==> src/rtl/alu_pkg.sv <==
// Shared types for the ALU arbiter: opcode encoding, arbiter FSM states and an opcode legality helper.
package alu_pkg;

  localparam int ALU_OP_W = 4;

  typedef enum logic [ALU_OP_W-1:0] {
    ALU_ADD  = 4'b0000,
    ALU_SUB  = 4'b0001,
    ALU_SLL  = 4'b0010,
    ALU_SLT  = 4'b0011,
    ALU_SLTU = 4'b0100,
    ALU_XOR  = 4'b0101,
    ALU_SRL  = 4'b0110,
    ALU_SRA  = 4'b0111,
    ALU_OR   = 4'b1000,
    ALU_AND  = 4'b1001
  } alu_op_e;

  localparam logic [ALU_OP_W-1:0] ALU_OP_LAST = 4'b1001;

  typedef enum logic [1:0] {
    IDLE = 2'd0,
    EXEC = 2'd1,
    RESP = 2'd2
  } arb_state_e;

  function automatic logic op_is_legal(input logic [ALU_OP_W-1:0] op);
    return op <= ALU_OP_LAST;
  endfunction

endpackage

==> src/rtl/alu.sv <==
// Combinational integer ALU for the R/I-type datapath; shifts use the low log2(DATA_WIDTH) bits of b.
module alu
  import alu_pkg::*;
#(
  parameter int DATA_WIDTH = 32
) (
  input  logic [DATA_WIDTH-1:0] a_i,
  input  logic [DATA_WIDTH-1:0] b_i,
  input  logic [ALU_OP_W-1:0]   op_i,
  output logic [DATA_WIDTH-1:0] res_o
);

  localparam int SH_W = (DATA_WIDTH > 1) ? $clog2(DATA_WIDTH) : 1;

  logic [SH_W-1:0] shamt;
  assign shamt = b_i[SH_W-1:0];

  always_comb begin
    res_o = '0;
    case (op_i)
      ALU_ADD:  res_o = a_i + b_i;
      ALU_SUB:  res_o = a_i - b_i;
      ALU_SLL:  res_o = a_i << shamt;
      ALU_SLT:  res_o = {{(DATA_WIDTH-1){1'b0}}, ($signed(a_i) < $signed(b_i))};
      ALU_SLTU: res_o = {{(DATA_WIDTH-1){1'b0}}, (a_i < b_i)};
      ALU_XOR:  res_o = a_i ^ b_i;
      ALU_SRL:  res_o = a_i >> shamt;
      ALU_SRA:  res_o = $unsigned($signed(a_i) >>> shamt);
      ALU_OR:   res_o = a_i | b_i;
      ALU_AND:  res_o = a_i & b_i;
      default:  res_o = '0;
    endcase
  end

endmodule

==> src/rtl/rr_arbiter.sv <==
// Round-robin arbiter: search starts at the pointer and wraps; pointer moves past the winner on update.
module rr_arbiter #(
  parameter int NUM_REQ = 2,
  parameter int ID_W    = (NUM_REQ > 1) ? $clog2(NUM_REQ) : 1
) (
  input  logic               clk_i,
  input  logic               rst_ni,
  input  logic [NUM_REQ-1:0] req_i,
  input  logic               en_i,
  input  logic               upd_i,
  output logic [NUM_REQ-1:0] gnt_o,
  output logic [ID_W-1:0]    gnt_idx_o,
  output logic               gnt_valid_o
);

  localparam int SW = ID_W + 1;

  logic [ID_W-1:0]    ptr_q, ptr_d;
  logic [ID_W-1:0]    slot_idx [NUM_REQ];
  logic [NUM_REQ-1:0] hit;
  logic               found;

  // Slot k is requester (ptr + k) mod NUM_REQ, so slot 0 has highest priority.
  for (genvar gi = 0; gi < NUM_REQ; gi++) begin : g_slot
    logic [SW-1:0] sum;
    assign sum           = {1'b0, ptr_q} + SW'(gi);
    assign slot_idx[gi]  = (sum >= SW'(NUM_REQ)) ? ID_W'(sum - SW'(NUM_REQ)) : sum[ID_W-1:0];
    assign hit[gi]       = req_i[slot_idx[gi]];
  end

  always_comb begin
    gnt_idx_o = '0;
    found     = 1'b0;
    for (int k = 0; k < NUM_REQ; k++) begin
      if (!found && hit[k]) begin
        found     = 1'b1;
        gnt_idx_o = slot_idx[k];
      end
    end
  end

  assign gnt_valid_o = en_i & found;

  for (genvar gi = 0; gi < NUM_REQ; gi++) begin : g_gnt
    assign gnt_o[gi] = gnt_valid_o && (gnt_idx_o == ID_W'(gi));
  end

  always_comb begin
    ptr_d = ptr_q;
    if (upd_i) begin
      ptr_d = (gnt_idx_o == ID_W'(NUM_REQ - 1)) ? '0 : gnt_idx_o + 1'b1;
    end
  end

  always_ff @(posedge clk_i or negedge rst_ni) begin
    if (!rst_ni) begin
      ptr_q <= '0;
    end else begin
      ptr_q <= ptr_d;
    end
  end

endmodule

==> src/rtl/alu_arbiter.sv <==
// Shares one ALU between NUM_REQ requesters: grant, execute for one cycle, hold a tagged response until accepted.
// Define ALU_ARB_OPCHECK_EN to flag illegal opcodes on rsp_err_o and force their result to zero.
module alu_arbiter
  import alu_pkg::*;
#(
  parameter int DATA_WIDTH = 32,
  parameter int NUM_REQ    = 2,
  parameter int ID_W       = (NUM_REQ > 1) ? $clog2(NUM_REQ) : 1
) (
  input  logic                          clk_i,
  input  logic                          rst_ni,
  input  logic [NUM_REQ-1:0]            req_valid_i,
  output logic [NUM_REQ-1:0]            req_ready_o,
  input  logic [NUM_REQ*DATA_WIDTH-1:0] req_a_i,
  input  logic [NUM_REQ*DATA_WIDTH-1:0] req_b_i,
  input  logic [NUM_REQ*ALU_OP_W-1:0]   req_op_i,
  output logic                          rsp_valid_o,
  input  logic                          rsp_ready_i,
  output logic [DATA_WIDTH-1:0]         rsp_data_o,
  output logic [ID_W-1:0]               rsp_id_o,
  output logic                          rsp_err_o
);

  arb_state_e state_q, state_d;

  logic [DATA_WIDTH-1:0] a_q, a_d, b_q, b_d;
  logic [ALU_OP_W-1:0]   op_q, op_d;
  logic [ID_W-1:0]       id_q, id_d;
  logic [DATA_WIDTH-1:0] data_q, data_d;
  logic [ID_W-1:0]       rsp_id_q, rsp_id_d;

  logic                  arb_en;
  logic                  gnt_valid;
  logic [ID_W-1:0]       gnt_idx;
  logic [NUM_REQ-1:0]    gnt;
  logic [DATA_WIDTH-1:0] sel_a, sel_b, alu_res;
  logic [ALU_OP_W-1:0]   sel_op;

  // Arbiter opens in IDLE, or in RESP when the result leaves this cycle; held shut during reset.
  assign arb_en = rst_ni && ((state_q == IDLE) || ((state_q == RESP) && rsp_ready_i));

  rr_arbiter #(
    .NUM_REQ (NUM_REQ),
    .ID_W    (ID_W)
  ) u_rr_arbiter (
    .clk_i       (clk_i),
    .rst_ni      (rst_ni),
    .req_i       (req_valid_i),
    .en_i        (arb_en),
    .upd_i       (gnt_valid),
    .gnt_o       (gnt),
    .gnt_idx_o   (gnt_idx),
    .gnt_valid_o (gnt_valid)
  );

  assign req_ready_o = gnt;

  always_comb begin
    sel_a  = req_a_i[DATA_WIDTH-1:0];
    sel_b  = req_b_i[DATA_WIDTH-1:0];
    sel_op = req_op_i[ALU_OP_W-1:0];
    for (int i = 1; i < NUM_REQ; i++) begin
      if (gnt_idx == ID_W'(i)) begin
        sel_a  = req_a_i[i*DATA_WIDTH +: DATA_WIDTH];
        sel_b  = req_b_i[i*DATA_WIDTH +: DATA_WIDTH];
        sel_op = req_op_i[i*ALU_OP_W +: ALU_OP_W];
      end
    end
  end

  alu #(
    .DATA_WIDTH (DATA_WIDTH)
  ) u_alu (
    .a_i   (a_q),
    .b_i   (b_q),
    .op_i  (op_q),
    .res_o (alu_res)
  );

  always_comb begin
    state_d = state_q;
    case (state_q)
      IDLE:    if (gnt_valid) state_d = EXEC;
      EXEC:    state_d = RESP;
      RESP:    if (rsp_ready_i) state_d = gnt_valid ? EXEC : IDLE;
      default: state_d = IDLE;
    endcase
  end

  // Response registers only change at the end of EXEC, so they stay put throughout RESP.
  always_comb begin
    a_d      = a_q;
    b_d      = b_q;
    op_d     = op_q;
    id_d     = id_q;
    data_d   = data_q;
    rsp_id_d = rsp_id_q;
    if (gnt_valid) begin
      a_d  = sel_a;
      b_d  = sel_b;
      op_d = sel_op;
      id_d = gnt_idx;
    end
    if (state_q == EXEC) begin
      data_d   = alu_res;
      rsp_id_d = id_q;
`ifdef ALU_ARB_OPCHECK_EN
      if (!op_is_legal(op_q)) data_d = '0;
`endif
    end
  end

  always_ff @(posedge clk_i or negedge rst_ni) begin
    if (!rst_ni) begin
      state_q  <= IDLE;
      a_q      <= '0;
      b_q      <= '0;
      op_q     <= '0;
      id_q     <= '0;
      data_q   <= '0;
      rsp_id_q <= '0;
    end else begin
      state_q  <= state_d;
      a_q      <= a_d;
      b_q      <= b_d;
      op_q     <= op_d;
      id_q     <= id_d;
      data_q   <= data_d;
      rsp_id_q <= rsp_id_d;
    end
  end

`ifdef ALU_ARB_OPCHECK_EN
  logic err_q, err_d;

  always_comb begin
    err_d = err_q;
    if (state_q == EXEC) err_d = !op_is_legal(op_q);
  end

  always_ff @(posedge clk_i or negedge rst_ni) begin
    if (!rst_ni) begin
      err_q <= 1'b0;
    end else begin
      err_q <= err_d;
    end
  end

  assign rsp_err_o = err_q;
`else
  assign rsp_err_o = 1'b0;
`endif

  assign rsp_valid_o = (state_q == RESP);
  assign rsp_data_o  = data_q;
  assign rsp_id_o    = rsp_id_q;

endmodule
==> config.mk <==
export PLATFORM = sky130hd
export DESIGN_NAME = alu_arbiter
export DESIGN_NICKNAME = d
export VERILOG_FILES = /design/src/rtl/alu_pkg.sv /design/src/rtl/alu.sv /design/src/rtl/rr_arbiter.sv /design/src/rtl/alu_arbiter.sv
export SDC_FILE = /design/constraint.sdc
export NUM_CORES = 1
export LEC_CHECK = 0
export CORE_MARGIN = 5
export CORE_UTILIZATION = 62
export DETAILED_ROUTE_END_ITERATION = 6
export PLACE_DENSITY = 0.95
export SETUP_SLACK_MARGIN = 0.02
export SYNTH_ARGS = -nofsm -noshare
export SYNTH_HDL_FRONTEND = slang
export SYNTH_SLANG_ARGS = --single-unit
==> constraint.sdc <==
create_clock -name clk_i -period 10.3 [get_ports clk_i]
set_input_delay 1.03 -clock clk_i [delete_from_list [all_inputs] [get_ports clk_i]]
set_output_delay 1.03 -clock clk_i [all_outputs]
set_load 0.02 [all_outputs]
[Word-level counts from Yosys, hierarchy flattened]
Index checks and enable logic that the tools add are counted.
Word-level totals
  register bits after elaboration: 105
  bits of input ports: 141
  output and inout port bits: 37
  logic and storage cells: 70
Operators by class
  add/subtract/negate cells: 6
  order comparisons: 6
  equality and inequality tests: 13
  shift operators: 3
  mux-type cells: 19
  bitwise logic cells: 5
  reductions and logical operators: 10
Operator list (number)
  one-hot mux 32 bit (10 select lines): 1
  less-than comparator 32 bit: 2
  2-to-1 mux 32 bit: 2
  adder 32 bit: 1
  AND 32 bit: 1
  bitwise OR 32 bit: 1
  left shift 32 x 5 -> 32 bit: 1
  >> shifter 32 x 5 -> 32 bit: 1
  >>> shifter 32 x 5 -> 32 bit: 1
  subtractor 32 bit: 1
  bitwise XOR 32 bit: 1
  equality test 4 x 3 -> 1 bit, second input constant: 4
  2-to-1 mux 1 bit: 12
  equality test 4 x 2 -> 1 bit, second input constant: 2
  equality test 4 bit, second input constant: 2
  one-hot mux 2 bit (3 select lines): 1
  logical AND 1 bit: 5
  equality test 4 x 1 -> 1 bit, second input constant: 1
  logical NOT 4 bit: 1
  less-than comparator 1 x 2 -> 1 bit, second input constant: 2
  2-to-1 mux 2 bit: 2
  2-to-1 mux 4 bit: 1
  adder 1 x 1 -> 2 bit, second input constant: 1
  equality test 2 x 1 -> 1 bit, second input constant: 1
  other kinds (13): 14

[Longest topological paths before layout]
  depth after elaboration: 12
  gate-level depth with buffers: 15
  gate-level depth less buffers: 12

[Modules after synthesis]
Synthesis repeated with hierarchy kept, for this count alone.
Second synthesis, totals
  cells, all modules: 1674
  area total of the unflattened synthesis: 12752.2 um2
Modules (own cells, without submodules)
  alu: instances 1, cells an instance 1287, area an instance 8064.0 um2, sequential area each 0.0 um2
  alu_arbiter: instances 1, cells an instance 378, area an instance 4609.4 um2, sequential area each 2602.5 um2
  rr_arbiter: instances 1, cells an instance 9, area an instance 78.8 um2, sequential area each 25.0 um2

[Worst setup path before layout]
Ideal clock, no wire load.
  path type: reg2reg
  from: register b_q[2]
  to: register data_q[30], in the netlist rsp_data_o[30]
  data arrival time: 3.427 ns
  data required time: 10.174 ns
  setup slack: 6.747 ns
  cell stages (with the launch flop): 16
  path buffers: 4
  cells stage by stage: dfrtp_1 buf_2 inv_2 buf_2 clkbuf_1 ha_1 buf_4 and2b_1 o221ai_2 a21oi_4 a31oi_4 o41ai_4 a311oi_4 o21ai_2 xnor2_1 a221o_1
On the way
  longest elaborated chain between the ends: 2
  elaborated cells between the ends (all ways): 6
  classes of those cells: add/sub: 2; shift: 3; mux: 1
RTL lines
  from (decl): line alu_arbiter.sv:26  | logic [DATA_WIDTH-1:0] a_q, a_d, b_q, b_d;
  from (signal assigned): line alu_arbiter.sv:117  | b_q <= '0;
  from (signal assigned): line alu_arbiter.sv:125  | b_q <= b_d;
  subtractor 32 bit (tied with other cells): line alu.sv:22  | ALU_SUB: res_o = a_i - b_i;
  one-hot mux 32 bit (10 select lines) (*): line alu.sv:20  | case (op_i)
  to (signal assigned): line alu_arbiter.sv:128  | data_q <= data_d;
  to (decl): line alu_arbiter.sv:29  | logic [DATA_WIDTH-1:0] data_q, data_d;
Every way passes the cells marked *; elsewhere a longest branch is shown, timed or not.
A chain may end at the register's enable or synchronous reset.

[Worst setup path in the final report]
  from: input req_valid_i[0]
  to: output req_ready_o[0]
On the way
  longest elaborated chain between the ends: 8
  elaborated cells between the ends (all ways): 13
  classes of those cells: mux: 8; bitwise: 2; reduce/logical: 3
RTL lines
  from (decl): line alu_arbiter.sv:12  | input logic [NUM_REQ-1:0] req_valid_i,
  2-to-1 mux 1 bit (not written as such) (2 in a row): line rr_arbiter.sv:28  | assign hit[gi] = req_i[slot_idx[gi]];
  2-to-1 mux 1 bit: line rr_arbiter.sv:35  | if (!found && hit[k]) begin
  logical NOT 1 bit: line rr_arbiter.sv:35
  logical AND 1 bit: line rr_arbiter.sv:35
  2-to-1 mux 1 bit: line rr_arbiter.sv:35
  AND 1 bit or NOT 1 bit (tied branches): line rr_arbiter.sv:42, rr_arbiter.sv:45
  logical AND 1 bit (*): line rr_arbiter.sv:45  | assign gnt_o[gi] = gnt_valid_o && (gnt_idx_o == ID_W'(gi));
  to (decl): line alu_arbiter.sv:13  | output logic [NUM_REQ-1:0] req_ready_o,
Every way passes the cells marked *; elsewhere a longest branch is shown, timed or not. The select of a mux whose other input is x is not followed.

==> impl_metrics.ini <==
[logic_synthesis]
netlist_top_cells_area = dfrtp_1 (20%), mux2i_1 (9.8%), ha_1 (9.4%)
synth_edf_count = 0
synth_top_flop_cell = dfrtp_1
netlist.area_leader.share_pct = 20.17
synth.avg_cell_area_um2 = 7.928
ys.warnings.count = 0
ys_ff_latch = 105
synthArstFlopShare_pct = 100.0
yosysSeqAreaShare_pct = 20.17
syn_nets = 1884
synth.cell_area_um2 = 13030
yosys.area.top_type = dfrtp_1
synthDistinctLibCells = 86
syn_inst = 1643

[setup_path]
crit_chain = clkdlybuf4s50_1 -> inv_1 -> o21ai_4 -> buf_4 -> buf_4 -> and2_1 -> clkdlybuf4s50_1
r2r_cells = 11
path_max_fanout = 42
slowest_stage = buf_4
worstPathRequired_ns = 9.27
worstSetupEndpoint = req_ready_o[0]
cpPeakStageDelay_ns = 0.64
reg2reg_slack_ns = 5.91
endpoint_kind = primary output
path_class = primary input to primary output
r2r_start = b_q[4]
cp.arrival_ns = 3.63
start_kind = primary input
r2r-end = rsp_data_o[29]
worstSetupStartpoint = req_valid_i[0]

[power_and_ir_drop]
p_per_area_nw_per_um2 = 253.7
peakVddDrop_mv = 0.1551
p_leak_nw = 6.475
netSwitchingFraction_pct = 54.39
p_seq_share_pct = 19.3
internal_power_w = 0.001739
pwr-share-clk_pct = 9.3
switching_power_w = 0.002074
combPwrFrac_pct = 71.4

[grt]
grt_use_met3_pct = 12.60
grt_pass1_vias = 13582
overflow = 0
grt_max_degree = 87
antenna_found_initial = 2
grt_use_met2_pct = 64.36
grt_busiest_layer = met2
grt_pass1_wl_um = 78470
grt_use_met1_pct = 52.67
track_usage_pct = 41.76

[clock_network]
clock_latency_ns = 0.37
post_cts_buffers = 0
cts_made_buffers = 9
cts_hold_buffers = 0
cts_resized = 0
clk_pin_slew_worst_paths_ns = 0.08
htree_levels = 3
cts_root_buf = clkbuf_16
tritoncts = yes
cts.sinks = 105
cts_buffer_depth = 2

[status]
violations = design-rule violations
status = finished, violations left

[worst_hold_path]
worstHoldPathType = flop to flop
hp-start = rsp_data_o[6]

[floorplanning]
start_util_pct = 62.56
core_area_um2 = 20820
die_h_um = 155.0
die-area_um2 = 24010
io_pins = 178
die_width_um = 155.0
placementRows = 53

[sta]
fin_ws_ns = 5.642
tns_ns = 0
max_slew.worst_pin.slew_ns = 1.321
clock.fmax_mhz = 214.7
setup_viol = 0
hold_viol_final = 0
slew_headroom_pct = 9.632
rsz0062_at_grt = false
fin_crit_ns = 4.658
fin_skew_ns = 0.01586
fin_crit_sh_pct = 45.23
finalMaxSlewViolations = 0

[routing]
dr.pass1.iters = 7
vias = 13976
drc = 1
routedWlPerCell_um = 25.64
first_iter_violations = 1955
drt_wl_total_um = 51300
ant_nets = 0
via_per_inst = 6.985

[placed_design]
portBuffers = 176
dpl_cell_area_um2 = 14740
hpwl_um = 38290
globalplace.congestion = 1.124
place_ws_ns = 5.604
dp_cells = 1984

[finish]
fin_cells = 2001
finalNetCount = 1961
mostFrequentLayoutCells = nor2_1 (197), a21oi_1 (196), clkdlybuf4s50_1 (175)
area_delta_synth_final_pct = 15.34
drive_gt1_share_pct = 7.768
final_core_util_pct = 72.15
final_cell_area_um2 = 15020
final_common_cell = nor2_1

[run]
drv_cap = 0
## routing by layer
layer,share of wire [%],wire [µm]
met1,36,18450
met2,44,22600
met3,13,6854
met4,6.6,3376
met5,0.025,13
## area by class of cell
class	count	area (µm²)
sequential	105	2633
inverter	103	386.6
multi-input combinational	1299	9424
timing repair buffer	202	1954
clock buffer	11	242.7
tap	275	344.1
fill	1669	5798
antenna	1	2.502
clock inverter	5	37.54
## registers in the layout (all words and copies together) (netlist names)
register and flops:
a_q 32, u_rr_arbiter.ptr_q 1, b_q 32, rsp_id_o 1
op_q 4, state_q 2, rsp_data_o 32, id_q 1
## synthesized netlist by cell type, drive strengths merged, types with 26 or more instances
cell type,count
mux2i,127
inv,102
nand3,26
clkbuf,87
nor3,27
mux4,42
ha,98
nor2,198
a21oi,198
o21ai,116
buf,49
a211oi,27
nand2,111
dfrtp,105
## how the worst min path moves through the flow
stage                         end  slack, ns  cells past startpoint
2_1_floorplan  u_rr_arbiter.ptr_q       0.46                      2
3_3_place_gp             rsp_id_o       0.46                      2
3_5_place_dp        rsp_data_o[6]       0.47                      2
4_1_cts             rsp_data_o[6]       0.49                      2
5_1_grt            rsp_data_o[21]       0.51                      1
6_report            rsp_data_o[6]       0.49                      2
## kinds of logic after synthesis
kind of cell	synth area share, %
flip-flops	20.17
other	0.02879
AO/OA/AOI/OAI	26.88
XOR/XNOR	1.614
AND/OR/NAND/NOR	15.30
buffers and inverters	7.713
multiplexers	18.58
adder cells (fa/ha/maj)	9.721
## stage by stage
stage               hold WS [ns]  total power, W
detailed placement        0.4725        0.003336
floorplan                 0.4608        0.002542
global route              0.5137        0.004012
finish                    0.4866        0.003812
global placement          0.4641        0.003292
CTS                       0.4900        0.003697
## worst max-delay path, delay by kind of cell
kind / cells / cell delay [ns]
AOI/OAI and AO/OA: 1 / 0.13
and+or+nand+nor: 1 / 0.22
buffers and inverters: 5 / 2.24
## power by group through the flow
stage,registers [W],clock network (W),logic (W)
5_1_grt,0.000748,0.000367,0.00290
2_1_floorplan,0.000687,0,0.00185
3_3_place_gp,0.000724,0,0.00257
3_5_place_dp,0.000734,0,0.00260
4_1_cts,0.000727,0.000354,0.00262
6_report,0.000737,0.000353,0.00272
Note: power is estimated with default switching activity, not from simulation.
